File: src/rtl/overture_fetch_if.sv
// Fetch-side bundle: program ROM port, decoded-instruction handshake to execute, and the branch redirect.
interface overture_fetch_if #(parameter int ADDR_W = 8);
  logic [ADDR_W-1:0] rom_addr;
  logic [7:0]        rom_data;
  logic              insn_valid;
  logic              insn_ready;
  logic [7:0]        insn;
  logic [ADDR_W-1:0] insn_pc;
  logic              is_imm, is_calc, is_copy, is_cond;
  logic [5:0]        imm6;
  logic [2:0]        src, dst, func;
  logic              br_valid;
  logic [ADDR_W-1:0] br_target;

  modport master (
    output rom_addr, insn_valid, insn, insn_pc,
           is_imm, is_calc, is_copy, is_cond, imm6, src, dst, func,
    input  rom_data, insn_ready, br_valid, br_target
  );

  modport slave (
    input  rom_addr, insn_valid, insn, insn_pc,
           is_imm, is_calc, is_copy, is_cond, imm6, src, dst, func,
    output rom_data, insn_ready, br_valid, br_target
  );
endinterface

File: src/rtl/overture_fetch.sv
// Overture fetch/decode: owns the PC, registers the ROM byte, decodes it, hands it off over valid/ready.
// Define OVERTURE_FETCH_PERF_EN to add saturating transfer/stall counters.
module overture_fetch #(
  parameter int                ADDR_W   = 8,
  parameter logic [ADDR_W-1:0] RESET_PC = '0
) (
  input  logic              clk,
  input  logic              rst_n,
  overture_fetch_if.master  bus
`ifdef OVERTURE_FETCH_PERF_EN
  ,
  output logic [15:0]       perf_fetch_cnt,
  output logic [15:0]       perf_stall_cnt
`endif
);

  typedef enum logic [1:0] {IDLE, RUN, STALL} state_t;

  state_t            state;
  logic [ADDR_W-1:0] pc, insn_pc;
  logic [7:0]        insn;
  logic              insn_valid;
  logic              adv;

  assign adv = (state != IDLE) && (!insn_valid || bus.insn_ready);

  always_ff @(posedge clk or negedge rst_n) begin
    if (!rst_n) begin
      state      <= IDLE;
      pc         <= RESET_PC;
      insn       <= 8'h00;
      insn_pc    <= '0;
      insn_valid <= 1'b0;
    end else begin
      case (state)
        IDLE: state <= RUN;  // bubble cycle: no fetch, redirects ignored
        default: begin
          if (bus.br_valid) begin
            // redirect flushes the held instruction regardless of ready
            pc         <= bus.br_target;
            insn_valid <= 1'b0;
            state      <= RUN;
          end else begin
            if (adv) begin
              insn       <= bus.rom_data;
              insn_pc    <= pc;
              insn_valid <= 1'b1;
              pc         <= pc + 1'b1;
            end
            state <= (insn_valid && !bus.insn_ready) ? STALL : RUN;
          end
        end
      endcase
    end
  end

  assign bus.rom_addr   = pc;
  assign bus.insn_valid = insn_valid;
  assign bus.insn       = insn;
  assign bus.insn_pc    = insn_pc;
  assign bus.is_imm     = (insn[7:6] == 2'b00);
  assign bus.is_calc    = (insn[7:6] == 2'b01);
  assign bus.is_copy    = (insn[7:6] == 2'b10);
  assign bus.is_cond    = (insn[7:6] == 2'b11);
  assign bus.imm6       = insn[5:0];
  assign bus.src        = insn[5:3];
  assign bus.dst        = insn[2:0];
  assign bus.func       = insn[2:0];

`ifdef OVERTURE_FETCH_PERF_EN
  always_ff @(posedge clk or negedge rst_n) begin
    if (!rst_n) begin
      perf_fetch_cnt <= 16'h0000;
      perf_stall_cnt <= 16'h0000;
    end else begin
      if (insn_valid && bus.insn_ready && perf_fetch_cnt != 16'hFFFF)
        perf_fetch_cnt <= perf_fetch_cnt + 16'd1;
      if (insn_valid && !bus.insn_ready && perf_stall_cnt != 16'hFFFF)
        perf_stall_cnt <= perf_stall_cnt + 16'd1;
    end
  end
`endif

endmodule

File: src/flat_wrapper.sv
// flat-port wrapper written by rule: the top's interface ports become plain ports
module overture_fetch_flat 
#(
  parameter int                ADDR_W   = 8,
  parameter logic [ADDR_W-1:0] RESET_PC = '0
)
  (clk, rst_n, bus_rom_addr, bus_insn_valid, bus_insn, bus_insn_pc, bus_is_imm, bus_is_calc, bus_is_copy, bus_is_cond, bus_imm6, bus_src, bus_dst, bus_func, bus_rom_data, bus_insn_ready, bus_br_valid, bus_br_target);
  overture_fetch_if #(.ADDR_W(ADDR_W)) bus_i ();
  input  logic clk;
  input  logic rst_n;
  output wire logic [$bits(bus_i.rom_addr)-1:0] bus_rom_addr;
  output wire logic [$bits(bus_i.insn_valid)-1:0] bus_insn_valid;
  output wire logic [$bits(bus_i.insn)-1:0] bus_insn;
  output wire logic [$bits(bus_i.insn_pc)-1:0] bus_insn_pc;
  output wire logic [$bits(bus_i.is_imm)-1:0] bus_is_imm;
  output wire logic [$bits(bus_i.is_calc)-1:0] bus_is_calc;
  output wire logic [$bits(bus_i.is_copy)-1:0] bus_is_copy;
  output wire logic [$bits(bus_i.is_cond)-1:0] bus_is_cond;
  output wire logic [$bits(bus_i.imm6)-1:0] bus_imm6;
  output wire logic [$bits(bus_i.src)-1:0] bus_src;
  output wire logic [$bits(bus_i.dst)-1:0] bus_dst;
  output wire logic [$bits(bus_i.func)-1:0] bus_func;
  input wire logic [$bits(bus_i.rom_data)-1:0] bus_rom_data;
  input wire logic [$bits(bus_i.insn_ready)-1:0] bus_insn_ready;
  input wire logic [$bits(bus_i.br_valid)-1:0] bus_br_valid;
  input wire logic [$bits(bus_i.br_target)-1:0] bus_br_target;
  assign bus_rom_addr = bus_i.rom_addr;
  assign bus_insn_valid = bus_i.insn_valid;
  assign bus_insn = bus_i.insn;
  assign bus_insn_pc = bus_i.insn_pc;
  assign bus_is_imm = bus_i.is_imm;
  assign bus_is_calc = bus_i.is_calc;
  assign bus_is_copy = bus_i.is_copy;
  assign bus_is_cond = bus_i.is_cond;
  assign bus_imm6 = bus_i.imm6;
  assign bus_src = bus_i.src;
  assign bus_dst = bus_i.dst;
  assign bus_func = bus_i.func;
  assign bus_i.rom_data = bus_rom_data;
  assign bus_i.insn_ready = bus_insn_ready;
  assign bus_i.br_valid = bus_br_valid;
  assign bus_i.br_target = bus_br_target;
  overture_fetch #(.ADDR_W(ADDR_W), .RESET_PC(RESET_PC)) u_core (.clk(clk), .rst_n(rst_n), .bus(bus_i));
endmodule
File: config.mk
export PLATFORM = sky130hd
export DESIGN_NAME = overture_fetch_flat
export DESIGN_NICKNAME = d
export VERILOG_FILES = /design/src/rtl/overture_fetch_if.sv /design/src/rtl/overture_fetch.sv /design/src/flat_wrapper.sv
export SDC_FILE = /design/constraint.sdc
export NUM_CORES = 1
export LEC_CHECK = 0
export ABC_AREA = 1
export BUFFER_PORTS_ARGS = -buffer_cell sky130_fd_sc_hd__buf_2
export CAP_MARGIN = 30
export CORE_MARGIN = 2
export CORE_UTILIZATION = 50
export DETAILED_ROUTE_END_ITERATION = 10
export HOLD_SLACK_MARGIN = 0.05
export PLACE_DENSITY = 0.84
export SYNTH_ARGS = -nofsm -noshare
export SYNTH_HDL_FRONTEND = slang
export SYNTH_SLANG_ARGS = --single-unit
File: constraint.sdc
create_clock -name clk -period 2.5 [get_ports clk]
set_input_delay 0.125 -clock clk [delete_from_list [all_inputs] [get_ports clk]]
set_output_delay 0.125 -clock clk [all_outputs]
set_load 0.1 [all_outputs]
=== Word level (Yosys, flattened, before mapping) ===
Cells that the tools add are included.
W data, S select, Z words.

* Flip-flop bits (word level): 27
* Input port bits: 20
* Output and inout bits: 44

* Add/sub/neg operators: 1
* Equal/unequal tests: 3
* Mux-type cells: 7
* Bitwise gates (word level): 2
* Reductions and logical operators: 11

{| class="wikitable"
|+ Operator list
! kind !! count
|-
| $mux W8 || 2
|-
| $add A8 B1 Y8 const B || 1
|-
| $mux W2 || 3
|-
| $eq A2 B2 Y1 const B || 2
|-
| $logic_not A2 Y1 || 2
|-
| $reduce_bool A2 Y1 || 2
|-
| $reduce_and A3 Y1 || 1
|-
| $eq A2 B1 Y1 const B || 1
|-
| $logic_and A1 B1 Y1 || 2
|-
| $logic_not A1 Y1 || 2
|-
| $mux W1 || 2
|-
| $not A1 Y1 || 2
|-
| $reduce_and A2 Y1 || 1
|-
| $logic_or A1 B1 Y1 || 1
|}

=== Logic depth before layout (Yosys ltp) ===
* Depth in word-level cells: 5
* Mapped depth: 8
* Gate-level depth less buffers: 8

=== Least setup slack after synthesis ===
No wires, ideal clock.

* Kind: register -> output
* From: reg u_core.insn[6], in the netlist u_core.bus.insn[6]
* To: out bus_is_calc
* Arrival time: 2.329 ns
* Data required time: 2.375 ns
* Path slack: 0.046 ns
* Stages on the path, launching flop included: 3
* Cells stage by stage: dfrtp_1 inv_1 nor2_1

* Cells in the longest elaborated chain, start to end: 1

{| class="wikitable"
|+ RTL lines
! element !! RTL line !! RTL
|-
| from (decl) || overture_fetch.sv:21 || <nowiki>logic [7:0] insn;</nowiki>
|-
| from (signal assigned) || overture_fetch.sv:45 || <nowiki>insn <= bus.rom_data;</nowiki>
|-
| $eq A2 B1 Y1 || overture_fetch.sv:62 || <nowiki>assign bus.is_calc = (insn[7:6] == 2'b01);</nowiki>
|-
| to (decl) || flat_wrapper.sv:16 || <nowiki>output wire logic [$bits(bus_i.is_calc)-1:0] bus_is_calc;</nowiki>
|}

No other way between the ends.

=== Worst setup path in the final report ===
Ends and elaborated chain as after synthesis.

==> reports/results.tsv <==
metric	value	unit
register area	676	µm²
IO Count	64	
sw frac	0.637	
total gr overflow	0	
port bufs	63	
die height	58.0	µm
via count	1295	
final core utilization	0.640	
Core Area	2760	µm²
synth unique cells	20	
# diodes	0	
initial antenna violation count	0	
outcome	finished, final reports clean	
Final Hold Fails	0	
first-pass GRT wire length	5.26	mm
worst hold path class	in2reg	
CTS H-tree lvls	1	
combinational power share	0.624	
root buffer cell	clkbuf_4	
Worst-Margin Slew	0.753	ns
pwr dens	1180	nW/µm²
Total Routed Length	2.98	mm
setup_tns	0	ns
Post-CTS Hold Buffers	9	
CTS Buf Count	3	
Final ANT Viol Nets	0	
share of cells above drive strength 1	0.340	
Final Skew	0.00472	ns
most frequent cells in the layout	buf_2, nand2_1, dfrtp_1	
clk buf depth	2	
Setup-failing EPs final	0	
Max Clock Freq	640	MHz
commonest non-fill, non-tap cell in the layout	buf_2	
# nets final	257	
Slew Viols, Final	0	
Syn-to-layout area delta	21.0	%
number of enable flip-flop cells after synthesis	0	
Critical Path Max Stage Delay	0.46	ns
P_int	0.000753	W
Detailed Place HPWL	2.13	mm
DRC errors left	0	
Flop pwr share	0.285	
leakage	1.01	nW
slew margin rel.	0.498	
sequential area share after synthesis	0.464	
worst-path cell chain	inv_1, nor2_1, buf_2	
Die Area	3360	µm²
vias per std cell	4.87	
TritonRoute pass-1 iters	4	
initial core utilization	0.529	
Power Total	0.00207	W
Mapped Area	1460	µm²
Synth Register Bits	27	
Clk Latency, worst-skew pair	0.32	ns
RSZ-0062 raised after global routing	false	
number of buffers and inverters on the critical path	2	
gpl congestion	0.813	
crit path capture type	output port	
vias in the first global route	1213	
Tot GR Track Use	0.203	
Fillers	239	
Iteration-0 DRC Markers	35	
R2R cell count	6	
Avg WL per Cell	11.2	µm
area of the multi-input gates	552	µm²
slowest CP cell	dfrtp_1	
worst endpoint required time	2.38	ns
min Tclk post-route	1.56	ns
P_sw	0.00132	W
Setup crit start kind	flip-flop	
critical path depth	3	
largest net degree at the start of global routing	28	
clock-pin slew on the worst setup and hold paths	0.14	ns
Num Clock Sinks	27	
post_cts resized	0	
Post-synth ARST share	1.00	
Synthesized Nets	200	
Final Cycle Share	0.625	
hold_ws	0.0609	ns
Mapped Cells	179	
Hold Crit Depth	3	
Post-CTS Setup Inserts	0	
Max-Cap Viols	0	
syn avg cell area	8.14	µm²
crit-path max FO	6	
Syn. warnings	0	
reg2reg setup slack	1.17	ns
Crit Path Class	reg2out	
TritonCTS clock tree	yes	
clock share of power	0.090	
Synth Flop Type	dfrtp_1	
Chip Width	58.0	µm
CP delay by family, top	buffers and inverters	
arrival time worst endpoint	1.44	ns
VDD IR max	0.000744	V
FP Rows	19	
power by group through the flow:
stage	Clock, W	Sequential (W)	Combinational [W]
finish	0.000187	0.000592	0.00129
global route	0.000211	0.000607	0.00136
CTS	0.000192	0.000592	0.00130
detailed placement	0	0.000600	0.00128
global placement	0	0.000599	0.00128
floorplan	0	0.00117	0.000582
stage by stage:
step | area [µm²] | cells | setup slack, ns
floorplan | 1460 | 179 | 0.0459
global placement | 1650 | 253 | 1.18
detailed placement | 1650 | 253 | 1.15
CTS | 1760 | 266 | 1.03
global route | 1760 | 266 | 0.877
finish | 1760 | 266 | 0.936
worst min-delay path, stage by stage:
cell and delay (ns):
buf_2 0.07, inv_1 0.05, nand4_1 0.10
synthesized netlist by cell type (2+ instances only):
cell type / number / share of area
buf_4: 16 / 0.082
inv_1: 15 / 0.039
buf_2: 2 / 0.0069
nand3_1: 18 / 0.062
dfrtp_1: 27 / 0.46
nor2_1: 17 / 0.044
o21ai_1: 5 / 0.017
o21ai_0: 6 / 0.021
o21ai_2: 5 / 0.030
nand2_1: 55 / 0.14
nand2_2: 4 / 0.017
state kept, by name, indices dropped and copies added, names as in the netlist:
register	count
u_core.bus.insn_valid	1
u_core.bus.rom_addr	8
u_core.bus.insn	8
u_core.bus.insn_pc	8
u_core.state	2
cell type report:
class	instances	share of cell area
Clock buffer	3	0.0128
Timing Repair Buffer	72	0.230
Clock inverter	1	0.00284
Sequential cell	27	0.383
Multi-Input combinational cell	116	0.313
Tap cell	31	0.0220
Inverter	16	0.0369
metal layers:
layer,routed length (µm),global-route usage,up-vias
met3,139,0.0491,5
met1,1210,0.246,593
met4,25,0.0498,0
met2,1610,0.364,37
met5,0,0,-
li1,-,-,660
cells by family (layout without fill, tap and decap cells):
family          after synthesis  in the layout  share of synthesized area
flops                        27             27                      0.464
buf+inv                      36             92                      0.158
simple gates                 98             98                      0.291
fa+ha+maj                     1              1                    0.00858
compound gates               17             17                     0.0790
final timing paths:
kind	from	end
max	u_core.bus.insn[6]$_DFFE_PN0P_	bus_is_calc
min	bus_insn_ready	u_core.state[0]$_DFF_PN0_
min reg2reg	u_core.bus.insn_pc[4]$_DFFE_PN0P_	u_core.bus.insn_pc[4]$_DFFE_PN0P_
min in group asynchronous	rst_n	u_core.bus.rom_addr[2]$_DFFE_PN0P_
max in group asynchronous	rst_n	u_core.state[0]$_DFF_PN0_
max reg2reg	u_core.state[1]$_DFF_PN0_	u_core.bus.insn_pc[5]$_DFFE_PN0P_
(Power assumes the default switching activity.)
